**src/rtl/fact_pkg.sv**
```systemverilog
// Shared definitions for the memory-mapped factorial accelerator:
// register offsets, FSM state encoding and STATUS bit positions.
package fact_pkg;

    localparam logic [1:0] REG_N      = 2'd0;
    localparam logic [1:0] REG_GO     = 2'd1;
    localparam logic [1:0] REG_STATUS = 2'd2;
    localparam logic [1:0] REG_RESULT = 2'd3;

    typedef enum logic [1:0] {
        IDLE = 2'd0,
        BUSY = 2'd1,
        DONE = 2'd2
    } state_t;

    localparam int DONE_BIT = 0;
    localparam int ERR_BIT  = 1;

endpackage

```
**src/rtl/fact_dp.sv**
```systemverilog
// Iterative factorial datapath: down-counter, running product and the
// end-of-iteration compare.
module fact_dp #(
    parameter int DATA_W = 32,
    parameter int N_W    = 4
) (
    input  logic              clk,
    input  logic              rst,
    input  logic              load,
    input  logic              step,
    input  logic [N_W-1:0]    n,
    output logic [DATA_W-1:0] prod,
    output logic              last
);

    logic [N_W-1:0] cnt;

    // The cnt<=1 compare is registered so the multiplier output never feeds
    // the FSM decision directly; this costs exactly one cycle per job, and
    // the multiply is suppressed once cnt<=1 so n=0 still yields 1.
    always_ff @(posedge clk) begin
        if (rst) begin
            cnt  <= '0;
            prod <= '0;
            last <= 1'b0;
        end else if (load) begin
            cnt  <= n;
            prod <= DATA_W'(1);
            last <= 1'b0;
        end else if (step) begin
            last <= (cnt <= N_W'(1));
            if (cnt > N_W'(1)) begin
                prod <= prod * DATA_W'(cnt);
                cnt  <= cnt - N_W'(1);
            end
        end
    end

endmodule

```
**src/rtl/fact_accel.sv**
```systemverilog
// Memory-mapped factorial accelerator: register file, write decode, control
// FSM and combinational read mux around the fact_dp datapath.
module fact_accel
    import fact_pkg::*;
#(
    parameter int DATA_W = 32,
    parameter int N_W    = 4,
    parameter int MAX_N  = 12
) (
    input  logic              clk,
    input  logic              rst,
    input  logic              sel,
    input  logic              we,
    input  logic [1:0]        a,
    input  logic [DATA_W-1:0] wd,
    output logic [DATA_W-1:0] rd
);

    state_t            state;
    logic [N_W-1:0]    n_reg;
    logic [DATA_W-1:0] result;
    logic              done;
    logic              err;

    logic              wr;
    logic              start;
    logic              n_too_big;
    logic              busy;
    logic              load;
    logic              step;
    logic [DATA_W-1:0] prod;
    logic              last;
    logic              unused_wd_bits;

    assign unused_wd_bits = ^wd[DATA_W-1:N_W];

    assign wr        = sel && we;
    assign start     = wr && (a == REG_GO) && wd[0];
    assign n_too_big = int'(n_reg) > MAX_N;
    assign busy      = (state == BUSY);
    assign load      = start && !busy && !n_too_big;
    assign step      = busy;

    fact_dp #(
        .DATA_W (DATA_W),
        .N_W    (N_W)
    ) u_dp (
        .clk  (clk),
        .rst  (rst),
        .load (load),
        .step (step),
        .n    (n_reg),
        .prod (prod),
        .last (last)
    );

    // n_reg may be rewritten at any time; the datapath already holds its
    // own copy of the count, so a job in flight is unaffected.
    always_ff @(posedge clk) begin
        if (rst) begin
            state  <= IDLE;
            n_reg  <= '0;
            result <= '0;
            done   <= 1'b0;
            err    <= 1'b0;
        end else begin
            if (wr && (a == REG_N)) begin
                n_reg <= wd[N_W-1:0];
            end
            case (state)
                IDLE, DONE: begin
                    if (start) begin
                        result <= '0;
                        if (n_too_big) begin
                            state <= DONE;
                            done  <= 1'b1;
                            err   <= 1'b1;
                        end else begin
                            state <= BUSY;
                            done  <= 1'b0;
                            err   <= 1'b0;
                        end
                    end
                end
                BUSY: begin
                    if (last) begin
                        state  <= DONE;
                        result <= prod;
                        done   <= 1'b1;
                    end
                end
                default: state <= IDLE;
            endcase
        end
    end

    always_comb begin
        rd = '0;
        case (a)
            REG_N:      rd = DATA_W'(n_reg);
            REG_GO:     rd[0] = busy;
            REG_STATUS: begin
                rd[DONE_BIT] = done;
                rd[ERR_BIT]  = err;
            end
            default:    rd = result;
        endcase
    end

endmodule
```
**config.mk**
```make
export PLATFORM = sky130hd
export DESIGN_NAME = fact_accel
export DESIGN_NICKNAME = d
export VERILOG_FILES = /design/src/rtl/fact_pkg.sv /design/src/rtl/fact_dp.sv /design/src/rtl/fact_accel.sv
export SDC_FILE = /design/constraint.sdc
export NUM_CORES = 1
export LEC_CHECK = 0
export BUFFER_PORTS_ARGS = -buffer_cell sky130_fd_sc_hd__buf_2
export CAP_MARGIN = 20
export CORE_ASPECT_RATIO = 0.8
export CORE_MARGIN = 3
export CORE_UTILIZATION = 65
export DETAILED_ROUTE_END_ITERATION = 8
export PLACE_DENSITY = 0.85
export SLEW_MARGIN = 20
export SYNTH_ARGS = -nofsm -noshare
export SYNTH_HDL_FRONTEND = slang
export SYNTH_SLANG_ARGS = --single-unit
```
**constraint.sdc**
```tcl
create_clock -name clk -period 10.35 [get_ports clk]
set_clock_uncertainty 0.1 [all_clocks]
set_input_delay 2.07 -clock clk [delete_from_list [all_inputs] [get_ports clk]]
set_output_delay 2.07 -clock clk [all_outputs]
set_load 0.05 [all_outputs]
```
==> flow_metrics.tcl, run 1 <==
set metrics [dict create \
    core_sq_mm 0.0100 \
    drt-total-wl_mm 17.4 \
    period_needed_ns 5.47 \
    synth_top_family_by_area "simple AND/OR/NAND/NOR gates" \
    syn_nets 1020 \
    ys_ff_latch 77 \
    synthMuxAreaShare 0.0150 \
    start_util 0.690 \
    finalHoldViolCount 0 \
    cts.clk_slew.worst_paths_ns 0.07 \
    period_share 0.529 \
    cts-htree-levels 3 \
    grt_pass1_wl_mm 29.5 \
    holdBufCountCts 0 \
    finalNonFillerCells 1042 \
    whs_ns 0.348 \
    fin_util 0.744 \
    critPathKind "in2out" \
    area_growth_pct 7.87 \
    reg_top3 "result x32, u_dp.prod x32" \
    drive_gt1_frac 0.0938 \
    synth-edff-count 0 \
    setup_viol 0 \
    worstPathArrival_ns 3.30 \
    cts_setup_buffers 0 \
    endpoint_kind "primary output" \
    grt_use_total 0.303 \
    gp_congestion 0.955 \
    cap_violations 0 \
    r2r-start "u_dp.cnt[1]$_SDFFE_PP0P_" \
    pre_cts_ws_ns 4.89 \
    start_kind "input port" \
    min_delay_path_depth 2 \
    status "complete, no violations" \
    setup_slack_ns 4.88 \
    drt-vias-per-instance 5.94 \
    clkLatencyLatePin_ns 0.35 \
    ant_nets 0 \
    p_leak_uw 0.00347 \
    synth_area_sq_mm 0.00690 \
    drtPass1Iterations 5 \
    port_buffers 41 \
    dieArea_sq_mm 0.0119 \
    nNetsFinal 1030 \
    grt_antenna_before_repair 0 \
    placedCellCount 1026 \
    synth_async_sr_flop_share 0 \
    irDropWorstVdd_mv 0.0713 \
    crit_path_cell_trace "buf_2 > mux4_2 > buf_2" \
    required_ns 8.18 \
    synthSimpleGateAreaFrac 0.256 \
    hpwl_mm 12.3 \
    synth_area_per_cell_sq_um 7.75 \
    crit_top_cell "buf_2" \
    worstPathMaxFanout 35 \
    r2r_end "u_dp.prod[30]$_SDFFE_PP0P_" \
    grt_max_degree 48 \
    via_count 6194 \
    maxSlewHeadroom 0.385 \
    ys.flop_type "dfxtp_1" \
    synth_seq_area_share 0.223 \
    tightestPinTransition_ns 0.923 \
    setup_tns_ns 0 \
    cts-root-buf "clkbuf_16" \
    fmax_mhz 183 \
    worstHoldEndpoint "result[29]$_SDFFE_PP0P_" \
    antenna_cells 0 \
    critical-path-max-stage-delay_ns 0.56 \
    io_pins 70 \
    die_x_um 121 \
    slowest_stage "mux4_2" \
    drv_slew 0 \
    yosysWarnings 0 \
    reg2reg_depth 12 \
    power.density_mw_per_mm2 85.6 \
    synth_cells 891 \
    ctsResizeCount 0 \
    cts.sinks 77 \
    gr-total-overflow 0 \
    grt_pass1_vias 6069 \
    r2r_slack_ns 5.85 \
    ys_types 53 \
    hp-class "reg2reg" \
    rsz0062_at_grt "no" \
    cts-buffers-inserted 9 \
    drcViolationCount 0 \
    synth-adder-area-share 0.227 \
    synth_compound_area_frac 0.154 \
    cts_tree "yes" \
    wl_per_cell_um 16.7 \
    rows 32 \
    clk_path_buf_depth 2 \
    first_iter_violations 525 \
    synth_xor_xnor_area_share 0.0355 \
    worstHoldStart "result[29]$_SDFFE_PP0P_" \
    die_h_um 98.2 \
]
==> synthesized netlist by cell type (4+ instances only) <==
| cell | count | area (sq um) |
|---|---|---|
| o21ai_1 | 8 | 40.0 |
| o21bai_1 | 4 | 30.0 |
| clkbuf_1 | 37 | 139 |
| o211ai_1 | 6 | 45.0 |
| xor2_1 | 13 | 114 |
| nor2b_1 | 7 | 43.8 |
| o21a_1 | 4 | 30.0 |
| a211oi_1 | 8 | 60.1 |
| and2_1 | 89 | 557 |
| nor3_1 | 9 | 45.0 |
| a31oi_1 | 6 | 37.5 |
| a21o_1 | 12 | 90.1 |
| xnor2_1 | 15 | 131 |
| nand2_1 | 132 | 495 |
| buf_1 | 6 | 22.5 |
| nor2_1 | 33 | 124 |
| fa_1 | 57 | 1140 |
| ha_1 | 34 | 425 |
| inv_1 | 113 | 424 |
| buf_2 | 6 | 30.0 |
| mux2i_1 | 7 | 70.1 |
| dfxtp_1 | 77 | 1540 |
| o31ai_1 | 5 | 37.5 |
| a21oi_1 | 70 | 350 |
| nand3_1 | 42 | 210 |
| and3_1 | 29 | 181 |
| o21ai_0 | 20 | 100 |
| nand4_1 | 7 | 43.8 |
==> routing by layer <==
metal / vias to the layer above / wire length, um / GRT usage
met1: 3017 / 7580 / 0.412
met5: - / 0 / 0
met3: 29 / 1180 / 0.0510
met4: 0 / 276 / 0.0939
li1: 2919 / - / -
met2: 229 / 8340 / 0.498
==> through the flow <==
| stage | power (uW) | instance area (sq um) |
|---|---|---|
| 2_1_floorplan | 320 | 6900 |
| 3_3_place_gp | 326 | 7160 |
| 3_5_place_dp | 327 | 7160 |
| 4_1_cts | 638 | 7440 |
| 5_1_grt | 654 | 7450 |
| 6_report | 638 | 7450 |
==> final cells by class <==
class                   instances  area, sq um
multi-input cells             652         4760
fillers                       790         2560
flip-flops and latches         77         1540
inverters                     113          424
repair buffers                 48          258
clock buffers                   9          225
well taps                     136          170
clock inverters                 7         63.8
==> critical path: cells and delay by family <==
kind | cells | cell delay (ns)
mux | 1 | 0.56
buf+inv | 2 | 0.66
==> worst max-delay path by stage <==
stage	depth (start not counted)	slack, ns	from	to
2_1_floorplan	4	5.13	a[1]	rd[1]
3_3_place_gp	3	4.92	a[1]	rd[0]
3_5_place_dp	3	4.89	a[1]	rd[0]
4_1_cts	3	4.89	a[1]	rd[0]
5_1_grt	3	4.80	a[1]	rd[0]
6_report	3	4.88	a[1]	rd[0]
==> cell usage in the layout (no fill, tap or decap), types with 15 or more instances in the layout <==
master and count:
inv_1 113, nand3_1 42, fa_1 57, buf_2 41
xnor2_1 15, and3_1 29, o21ai_0 20, ha_1 34
dfxtp_1 76, a21oi_1 69, nor2_1 33, and2_1 89
nand2_1 132
==> logic make-up (layout without fill, tap and decap cells) <==
| group | Yosys count | count (layout) |
|---|---|---|
| simple gates | 357 | 357 |
| flops | 77 | 77 |
| mux | 9 | 9 |
| fa+ha+maj | 91 | 91 |
| xor+xnor | 28 | 28 |
| buf+inv | 162 | 177 |
| compound gates | 167 | 167 |
==> power breakdown <==
group / switching [uW] / internal, uW / total (uW)
sequential: 1.16 / 297 / 298
clock: 149 / 168 / 317
combinational: 18.0 / 4.60 / 22.6
total: 168 / 470 / 638
(Power assumes the default switching activity.)
==> inputs of run 2 (changes only) <==
--- a/config.mk
+++ b/config.mk
@@ -9,9 +9,9 @@
 export CAP_MARGIN = 20
 export CORE_ASPECT_RATIO = 0.8
 export CORE_MARGIN = 3
-export CORE_UTILIZATION = 65
+export CORE_UTILIZATION = 55
 export DETAILED_ROUTE_END_ITERATION = 8
-export PLACE_DENSITY = 0.85
+export PLACE_DENSITY = 0.76
 export SLEW_MARGIN = 20
 export SYNTH_ARGS = -nofsm -noshare
 export SYNTH_HDL_FRONTEND = slang
==> constraint.sdc (replaced) <==
create_clock -name clk -period 4.8 [get_ports clk]
set_clock_uncertainty 0.1 [all_clocks]
set_input_delay 0.96 -clock clk [delete_from_list [all_inputs] [get_ports clk]]
set_output_delay 0.96 -clock clk [all_outputs]
set_load 0.05 [all_outputs]
==> run 2 against run 1 <==
  * Routed wire length is 4.0% lower
  * Sequential share of layout area fell by 0.28 points
  * Non-clock buffer count increased by 4
  * First-iteration DRC count increased by 0.76%
  * Sequential cell count unchanged
  * Sequential power up 120%
  * Setup slack lost 4.5 ns
  * Register-to-register slack worse by 5.5 ns
  * Largest cell class unchanged
  * Highest routed layer unchanged
==> flow_metrics.tcl, run 2 (synthesis results as in run 1) <==
set metrics [dict create \
    status "complete, no violations" \
    cts-buffers-inserted 9 \
    multiInputGateArea_sq_mm 0.00476 \
    clk_path_buf_depth 2 \
    reg_top3 "result x32, u_dp.prod x32" \
    period_needed_ns 4.41 \
    drt-total-wl_mm 16.7 \
    r2r_slack_ns 0.39 \
    p_leak_uw 0.00350 \
    grt_pass1_wl_mm 28.8 \
    irDropWorstVdd_mv 0.152 \
    worstHoldStart "result[24]$_SDFFE_PP0P_" \
    grt_use_total 0.250 \
    r2r-start "u_dp.cnt[3]$_SDFFE_PP0P_" \
    holdBufCountCts 0 \
    gr-total-overflow 0 \
    gp_congestion 0.925 \
    die_x_um 131 \
    ant_nets 0 \
    ctsResizeCount 0 \
    setup_viol 0 \
    io_pins 70 \
    cts-htree-levels 3 \
    grt_antenna_before_repair 0 \
    period_share 0.918 \
    grt_max_degree 48 \
    crit_path_start "u_dp.cnt[3]$_SDFFE_PP0P_" \
    clkLatencyLatePin_ns 0.34 \
    p_total_uw 1410 \
    endpoint_kind "register" \
    start_util 0.582 \
    maxSlewHeadroom 0.416 \
    hpwl_mm 12.1 \
    setup_tns_ns 0 \
    drt-vias-per-instance 5.56 \
    cts.sinks 77 \
    cts_setup_buffers 0 \
    wl_per_cell_um 15.5 \
    cts_tree "yes" \
    antenna_cells 0 \
    start_kind "register" \
    seqCellArea_sq_mm 0.00154 \
    rows 35 \
    cts.clk_slew.worst_paths_ns 0.07 \
    dieArea_sq_mm 0.0139 \
    final_cell_mix "nand2_1 (132), inv_1 (113), and2_1 (89)" \
    critPathKind "reg2reg" \
    hp-class "reg2reg" \
    fmax_mhz 227 \
    area_growth_pct 9.26 \
    die_h_um 106 \
    drtPass1Iterations 6 \
    first_iter_violations 529 \
    worstPathArrival_ns 4.52 \
    cap_violations 0 \
    power.density_mw_per_mm2 187 \
    mostFrequentLayoutCell "nand2_1" \
    port_buffers 41 \
    via_count 5982 \
    cts-root-buf "clkbuf_16" \
    tightestPinTransition_ns 0.872 \
    nNetsFinal 1034 \
    required_ns 4.92 \
    drv_slew 0 \
    drive_gt1_frac 0.0956 \
    core_sq_mm 0.0119 \
    drcViolationCount 0 \
    nFillCells 1070 \
    worstPathMaxFanout 22 \
    finalHoldViolCount 0 \
    rsz0062_at_grt "no" \
    grt_pass1_vias 5750 \
]
-- run 2: path summary, 6_finish.rpt --
| path | endpoint | cells after the start |
|---|---|---|
| worst max-delay path | u_dp.prod[29]$_SDFFE_PP0P_ | 15 |
| worst max register to register | u_dp.prod[29]$_SDFFE_PP0P_ | 15 |
| worst min-delay path | result[24]$_SDFFE_PP0P_ | 2 |
| worst min register to register | result[24]$_SDFFE_PP0P_ | 2 |
-- run 2: critical path, stage by stage, from the launching register on --
cell,delay (ns)
dfxtp_1,0.44
buf_4,0.29
and2_1,0.21
fa_1,0.55
inv_1,0.06
fa_1,0.53
inv_1,0.04
ha_1,0.38
a21oi_1,0.31
o21ai_2,0.12
a32oi_2,0.24
nand2_1,0.12
a211o_2,0.40
a31oi_1,0.22
xor2_1,0.18
o22ai_1,0.09
-- run 2: final cells by class --
cell class                 count  area share
multi-input combinational    652       0.631
clock buffer                   9      0.0299
tap                          166      0.0275
timing repair buffer          52      0.0398
clock inverter                 7      0.0109
sequential                    77       0.204
inverter                     113      0.0562
-- run 2: where the power goes --
part	switching, uW	internal (uW)
clock	305	411
sequential	4.08	641
combinational	37.0	11.7
total	346	1060
-- run 2: stage by stage --
step,instances,utilization,cell area (sq um),setup slack [ns],hold WS (ns)
global placement,1060,0.610,7240,0.503,0.335
CTS,1076,0.636,7540,0.446,0.349
detailed placement,1060,0.610,7240,0.480,0.340
floorplan,891,-,6900,0.951,0.327
finish,1076,0.636,7540,0.395,0.346
global route,1076,0.636,7540,0.157,0.364
-- run 2: layer usage --
| layer | global-route usage | wire [um] | share of wire | vias to the layer above |
|---|---|---|---|---|
| li1 | - | - | - | 2922 |
| met1 | 0.365 | 8110 | 0.49 | 2903 |
| met2 | 0.400 | 7550 | 0.45 | 143 |
| met3 | 0.0421 | 883 | 0.053 | 14 |
| met4 | 0.0420 | 132 | 0.0079 | 0 |
| met5 | 0 | 0 | 0 | - |
==> inputs of run 3 (changes only) <==
==> constraint.sdc (replaced) <==
create_clock -name clk -period 4.8 [get_ports clk]
set_clock_uncertainty 0.1 [all_clocks]
set_input_delay 0.48 -clock clk [delete_from_list [all_inputs] [get_ports clk]]
set_output_delay 0.48 -clock clk [all_outputs]
set_load 0.05 [all_outputs]
==> run 3 against run 2 <==
  * Core utilization is 0.23 points lower
  * Highest routed layer unchanged
  * Largest cell class unchanged
  * Routed wire length up 0.17%
  * Non-clock buffer count stayed put
  * Maximum frequency rose by 0.54%
  * Clock-buffer cell count is the same
  * Register-to-register slack better by 0.02 ns
  * Critical path type unchanged
  * First-iteration DRC count is 8.9% lower
  * Final cell count unchanged
==> flow_metrics.tcl, run 3 (synthesis results as in run 1) <==
set metrics [dict create \
    holdBufCountCts 0 \
    drv_slew 0 \
    drive_gt1_frac 0.0978 \
    die_h_um 106 \
    worstPathMaxFanout 22 \
    final_area_sq_mm 0.00752 \
    cts_setup_buffers 0 \
    nNetsFinal 1034 \
    required_ns 4.98 \
    grt_antenna_before_repair 0 \
    antenna_cells 0 \
    reg_top3 "result x32, u_dp.prod x32" \
    grt_pass1_wl_mm 28.7 \
    cts.sinks 77 \
    drcViolationCount 0 \
    drt-total-wl_mm 16.7 \
    endpoint_kind "register" \
    period_share 0.913 \
    drt-vias-per-instance 5.58 \
    r2r-start "u_dp.cnt[2]$_SDFFE_PP0P_" \
    dpl_cell_area_sq_mm 0.00722 \
    clkLatencyLatePin_ns 0.34 \
    critPathKind "reg2reg" \
    mostFrequentLayoutCell "nand2_1" \
    via_count 6001 \
    start_kind "register" \
    drtPass1Iterations 5 \
    crit_path_cell_trace "buf_4 > and2_1 > ha_1 > inv_1 > fa_1 > fa_1 > nor2b_4 > o2111ai_1 > a31oi_1 > a31oi_1 > o31ai_2 > a31oi_1 > xor2_1 > o21ai_1" \
    wl_per_cell_um 15.5 \
    worstHoldStart "wd[3]" \
    ctsResizeCount 0 \
    rows 35 \
    area_growth_pct 8.86 \
    ant_nets 0 \
    grt_max_degree 48 \
    grt_pass1_vias 5667 \
    port_buffers 41 \
    status "complete, no violations" \
    fmax_mhz 228 \
    slowest_stage "dfxtp_1" \
    core_sq_mm 0.0119 \
    cts-root-buf "clkbuf_16" \
    period_needed_ns 4.38 \
    die_x_um 131 \
    finalHoldViolCount 0 \
    rsz0062_at_grt "no" \
    tightestPinTransition_ns 0.903 \
    cts_tree "yes" \
    dieArea_sq_mm 0.0139 \
    irDropWorstVdd_mv 0.159 \
    worstPathArrival_ns 4.56 \
    min_delay_path_depth 3 \
    cts-buffers-inserted 9 \
    crit_top_cell "a31oi_1" \
    final_cell_mix "nand2_1 (132), inv_1 (113), and2_1 (89)" \
    clk_path_buf_depth 2 \
    start_util 0.582 \
    critical-path-max-stage-delay_ns 0.60 \
    reg2reg_depth 14 \
    gp_congestion 0.958 \
    first_iter_violations 482 \
    cts-htree-levels 3 \
    gr-total-overflow 0 \
    setup_tns_ns 0 \
    p_leak_uw 0.00349 \
    setup_viol 0 \
    maxSlewHeadroom 0.398 \
    power.density_mw_per_mm2 182 \
    crit_path_start "u_dp.cnt[2]$_SDFFE_PP0P_" \
    hp-class "in2reg" \
    hpwl_mm 12.2 \
    cap_violations 0 \
    cts.clk_slew.worst_paths_ns 0.07 \
    grt_use_total 0.250 \
    io_pins 70 \
]
-- run 3: worst max-delay path, delay by kind of cell, from the launching register on --
family / cells / cell delay (ns)
AO/OA/AOI/OAI: 6 / 1.55
buffers and inverters: 2 / 0.42
adder cells (fa/ha/maj): 3 / 1.13
AND/OR/NAND/NOR: 2 / 0.31
flip-flops: 1 / 0.60
XOR/XNOR: 1 / 0.18
-- run 3: stage by stage --
stage | util | hold slack, ns | cells | total power, uW | worst slack [ns]
global placement | 0.609 | 0.336 | 1060 | 705 | 0.553
global route | 0.633 | 0.286 | 1076 | 1420 | 0.270
finish | 0.633 | 0.272 | 1076 | 1370 | 0.419
detailed placement | 0.609 | 0.341 | 1060 | 706 | 0.537
CTS | 0.633 | 0.266 | 1076 | 1380 | 0.514
floorplan | - | 0.327 | 891 | 689 | 0.951
-- run 3: area by class of cell --
| type | count | area, sq um |
|---|---|---|
| Timing Repair Buffer | 52 | 288 |
| Fill cell | 1055 | 4350 |
| Tap cell | 166 | 208 |
| Clock inverter | 7 | 63.8 |
| Inverter | 113 | 424 |
| Clock buffer | 9 | 225 |
| Multi-Input combinational cell | 652 | 4770 |
| Sequential cell | 77 | 1540 |
-- run 3: final timing paths --
kind,slack (ns),endpoint
worst min-delay path,0.27,n_reg[3]$_SDFFE_PP0P_
worst max-delay path,0.42,u_dp.prod[30]$_SDFFE_PP0P_
worst max register to register,0.42,u_dp.prod[30]$_SDFFE_PP0P_
worst min register to register,0.35,result[29]$_SDFFE_PP0P_
-- run 3: metal layers --
metal,global-route usage,routed length (um),up-vias
li1,-,-,2935
met1,0.357,8110,2894
met2,0.409,7480,160
met3,0.0449,990,12
met4,0.0367,127,0
met5,0,0,-
-- run 3: power by group --
group / switching, uW / internal [uW] / leakage [uW]
clock network: 316 / 363 / 0.000137
logic: 37.7 / 10.3 / 0.00274
registers: 3.72 / 641 / 0.000620
